### src/rtl/muladd.sv
// -----------------------------------------------------------------------------
// muladd: sequential multiply-add, res = a*b + c, using a shift-and-add datapath.
//
// It rebuilds a numerator from the quotient (a), divisor (b) and remainder (c)
// of a divrem result. It uses the same go/ready/error handshake as divrem.
// Latency is fixed at WIDTH cycles from accept to ready.
//
// Ports:
//   clk_i    system clock, all state changes on the rising edge
//   rst_i    synchronous active-high reset, has priority over go_i
//   go_i     start request, honoured only while ready_o = 1
//   a_i      multiplicand (quotient)
//   b_i      multiplier (divisor)
//   c_i      addend (remainder)
//   ready_o  idle / result valid
//   error_o  result overflowed WIDTH bits, or c >= b (this includes b = 0)
//   res_o    low WIDTH bits of a*b + c
// -----------------------------------------------------------------------------
module muladd #(
    parameter int WIDTH = 16
) (
    input  logic             clk_i,
    input  logic             rst_i,
    input  logic             go_i,
    input  logic [WIDTH-1:0] a_i,
    input  logic [WIDTH-1:0] b_i,
    input  logic [WIDTH-1:0] c_i,
    output logic             ready_o,
    output logic             error_o,
    output logic [WIDTH-1:0] res_o
);

    localparam int CNT_W = (WIDTH > 1) ? $clog2(WIDTH) : 1;
    localparam logic [CNT_W-1:0] LAST_STEP = CNT_W'(WIDTH - 1);

    typedef enum logic {
        IDLE = 1'b0,
        BUSY = 1'b1
    } state_e;

    // Control state (reset)
    state_e             state_q, state_d;
    logic [CNT_W-1:0]   cnt_q, cnt_d;
    logic [WIDTH-1:0]   res_q, res_d;
    logic               error_q, error_d;

    // Datapath state (loaded at accept)
    logic [2*WIDTH-1:0] mcand_q, mcand_d;
    logic [WIDTH-1:0]   mplier_q, mplier_d;
    logic [2*WIDTH-1:0] acc_q, acc_d;
    logic               invalid_q, invalid_d;   // captured c >= b

    // Accumulator value after this cycle's conditional add. The 2*WIDTH
    // accumulator cannot wrap, because (2^W-1)^2 + 2^W-1 < 2^(2W).
    logic [2*WIDTH-1:0] acc_step;

    always_comb begin
        // NOTE: every signal this block drives gets a default first, so
        // branches that do not mention it hold state and infer no latch.
        state_d   = state_q;
        cnt_d     = cnt_q;
        res_d     = res_q;
        error_d   = error_q;
        mcand_d   = mcand_q;
        mplier_d  = mplier_q;
        acc_d     = acc_q;
        invalid_d = invalid_q;
        acc_step  = mplier_q[0] ? (acc_q + mcand_q) : acc_q;

        case (state_q)
            IDLE: begin
                if (go_i) begin
                    mcand_d   = {{WIDTH{1'b0}}, a_i};
                    mplier_d  = b_i;
                    acc_d     = {{WIDTH{1'b0}}, c_i};
                    invalid_d = (c_i >= b_i);
                    cnt_d     = '0;
                    res_d     = '0;
                    error_d   = 1'b0;
                    state_d   = BUSY;
                end
            end
            BUSY: begin
                acc_d    = acc_step;
                mcand_d  = mcand_q << 1;
                mplier_d = mplier_q >> 1;
                cnt_d    = cnt_q + CNT_W'(1);
                // No early exit: the last step always runs at count WIDTH-1.
                if (cnt_q == LAST_STEP) begin
                    state_d = IDLE;
                    res_d   = acc_step[WIDTH-1:0];
                    error_d = (|acc_step[2*WIDTH-1:WIDTH]) | invalid_q;
                end
            end
            default: state_d = IDLE;
        endcase
    end

    // NOTE: sequential state uses non-blocking assignments only, so every
    // flop samples the values from before the edge.
    always_ff @(posedge clk_i) begin
        if (rst_i) begin
            state_q <= IDLE;
            cnt_q   <= '0;
            res_q   <= '0;
            error_q <= 1'b0;
        end else begin
            state_q <= state_d;
            cnt_q   <= cnt_d;
            res_q   <= res_d;
            error_q <= error_d;
        end
    end

    // NOTE: the datapath registers have no reset. They are always loaded at
    // accept before anything reads them, so a reset would add only fanout.
    always_ff @(posedge clk_i) begin
        mcand_q   <= mcand_d;
        mplier_q  <= mplier_d;
        acc_q     <= acc_d;
        invalid_q <= invalid_d;
    end

    assign ready_o = (state_q == IDLE);
    assign error_o = error_q;
    assign res_o   = res_q;

endmodule

### config.mk
export PLATFORM = sky130hd
export DESIGN_NAME = muladd
export DESIGN_NICKNAME = d
export VERILOG_FILES = /design/src/rtl/muladd.sv
export SDC_FILE = /design/constraint.sdc
export NUM_CORES = 1
export LEC_CHECK = 0
export ABC_CLOCK_PERIOD_IN_PS = 4800
export CORE_MARGIN = 2
export CORE_UTILIZATION = 50
export DETAILED_ROUTE_END_ITERATION = 12
export PLACE_DENSITY = 0.7
export SLEW_MARGIN = 20
export SYNTH_ARGS = -nofsm -noshare
export SYNTH_HDL_FRONTEND = slang
export SYNTH_SLANG_ARGS = --single-unit
### constraint.sdc
create_clock -name clk_i -period 4.8 [get_ports clk_i]
set_input_delay 1.2 -clock clk_i [delete_from_list [all_inputs] [get_ports clk_i]]
set_output_delay 1.2 -clock clk_i [all_outputs]
set_load 0.01 [all_outputs]
==> results.cfg <==
[worst_setup_path]
path_common_cell = a311o_1
reg2reg_slack_ns = 0.89
r2r_start = mcand_q[0]
cp_num_buf_inv = 0
regToRegEndpoint = error_o
critPathSlowestCell = a311o_1
critPathLaunch = mcand_q[0]
path_class = reg -> reg
crit_fanout = 4
arrival_ns = 4.15
cp_top_family = compound AO/OA/AOI/OAI gates
critPathRequiredTime_ns = 5.04
setup.worst_path.end_class = register
worst-r2r-cell-count = 12
max_stage_delay_ns = 0.42
crit_chain = ha_1, fa_1, a21o_1, a221o_2, a311o_1, a311o_1, nor3b_1, or3_1, a31o_1, a2111o_1, nor4_1, a21oi_1
startpoint_type = register

[cts]
cts_resized = 0
root_buffer = clkbuf_16
ctsHoldBuffers = 0
clk_pin_slew_ns = 0.07
cts_buffers = 9
clk_path_buf_depth = 2
worstSkewPairLatency_ns = 0.36
cts_sinks = 103
post_cts_buffers = 0
htreeDepth = 3
cts_tree = yes

[power_and_ir_drop]
internal_power_mw = 1.87
comb_power_share_pct = 29.8
p_leak_nw = 3.06
p_switching_uw = 832
powerDensity_nw_per_um2 = 355
power_mw = 2.70
pwr-share-seq_pct = 41.4
p_sw_share_pct = 30.8
vdd_drop_max_uv = 163
clkPwrFrac_pct = 28.8

[route]
totalWireLength_microns = 14500
drtAntennaViolNets = 0
wl_per_cell_microns = 16.6
drt_first_pass_iters = 5
num_vias = 5036
drtIter0Drc = 254
vias_per_cell = 5.76
drc = 0

[synth]
synth_cells = 643
synth.cell_area_sq_um = 6500
synth.area.top_cells = edfxtp_1, ha_1, dfxtp_1
netlist.top_cell.by_area = edfxtp_1
synth_top_area_share_pct = 37.4
syn-mean-instance-area_sq_um = 10.1
ys_ff_latch = 103
yosys-top-cells-count = edfxtp_1, nor2_1, ha_1, a21oi_1, nand2_1
syn_nets = 743
ys_types = 67
ys_seq_area_share_pct = 44.2
async_reset_ff_share_pct = 0
synth-edff-count = 81
synth_ff_type = edfxtp_1
synth_most_common_cell = edfxtp_1
yosys_warnings = 0

[worst_hold_path]
min_path_cells = 1
hold_path_class = reg -> reg
holdPathEnd = cnt_q[3]
worstHoldStart = cnt_q[3]

[final_layout]
syn_to_final_growth_pct = 16.9
nets = 797
drive_above_1_share_pct = 9.83
final_cell_area_sq_um = 7600
fillCellCount = 1088
antenna_cells = 0
fin_cells = 874
fin_util_pct = 60.0

[floorplan]
ios = 69
start_util_pct = 51.3
die_y_microns = 118
coreArea_sq_um = 12700
num_rows = 41
die_w_microns = 118
die_area_sq_um = 13900

[grt]
grt_pass1_vias = 4888
track_usage_pct = 21.7
globalRoute.totalOverflow = 0
grt_max_degree = 94
antenna_found_initial = 0
grt_pass1_wl_microns = 24200

[timing]
slew_viol_final = 0
max_freq_mhz = 256
rsz0062_at_grt = no
worstMarginPinSlew_ns = 0.901
setup_ws_ns = 0.888
finalHoldViolations = 0
period_needed_ns = 3.91
finalSetupViolCount = 0
final.period_utilization_pct = 81.5
hold_ws_ns = 0.509
skew_ns = 0.00957
fin_tns_setup_ns = 0
maxSlewHeadroom_pct = 40.0

[run]
max-cap-violations = 0

[place]
dp.cells = 858
hpwl_microns = 10500
placed_area_sq_um = 7280
gp_congestion = 0.899
preCtsSetupSlack_ns = 0.884
portBuffers = 68

[run_status]
status = completed
## area by class of cell
cell class	instances	area (sq um)	share of cell area, %
sequential	103	2870	37.8
clock inverter	5	62.6	0.823
multi-input combinational	485	3370	44.3
timing repair buffer	74	738	9.72
inverter	24	90.1	1.19
clock buffer	11	253	3.33
tap	172	215	2.83
## cell families (layout without fill, tap and decap cells)
family / after synthesis / after routing / share of synthesized area, %
compound gates: 164 / 164 / 16.4
xor+xnor: 25 / 25 / 3.37
fa+ha+maj: 49 / 49 / 9.55
buf+inv: 55 / 114 / 3.99
flops: 103 / 103 / 44.2
mux: 47 / 47 / 7.88
simple gates: 200 / 200 / 14.6
## sequential cells by signal, indices dropped and copies added (netlist names)
register   flops
acc_q         32
res_o         16
mplier_q      16
error_o        1
cnt_q          4
state_q        1
invalid_q      1
mcand_q       32
## layer usage
metal	vias up	wire length, microns	share of wire, %	global-route usage [%]
li1	2487	-	-	-
met1	2399	6560	45	28.7
met2	136	7050	49	36.1
met3	14	672	4.6	3.44
met4	0	219	1.5	7.76
met5	-	0	0	0
## cells in the final DEF, fill, tap and decap left out, drive strengths merged, types with 3 or more instances in the layout
master         count
clkdlybuf4s50     68
nor2              74
nor2b              4
nand3             12
xor2              12
inv               26
dfxtp             22
a21oi             46
and2              23
edfxtp            81
buf                6
nor3b              3
nor3              11
a211o              4
ha                48
o21a               7
clkbuf            11
nor4               3
a31o               3
mux2              33
a311o              3
a21o              19
nand4              5
nand2             46
and3               5
mux2i             14
o21ai             38
a22oi             13
a31oi              4
o211ai             3
xnor2             13
a211oi             3
## worst max-delay path by stage
stage / end / slack (ns) / cells after the start
5_1_grt: error_o / 0.62 / 12
4_1_cts: error_o / 0.89 / 12
3_5_place_dp: invalid_q / 0.88 / 13
3_3_place_gp: invalid_q / 0.94 / 13
2_1_floorplan: error_o / 1.15 / 12
6_report: error_o / 0.89 / 12
## power groups by stage
stage                     Sequential [mW]  Clock (mW)  Combinational, mW
after floorplan                      1.12           0              0.613
after global placement               1.13           0              0.777
after detailed placement             1.14           0              0.791
after CTS                            1.12       0.792              0.800
after global routing                 1.13       0.822              0.893
final                                1.12       0.778              0.804
Power figures use the tool's default switching activity.
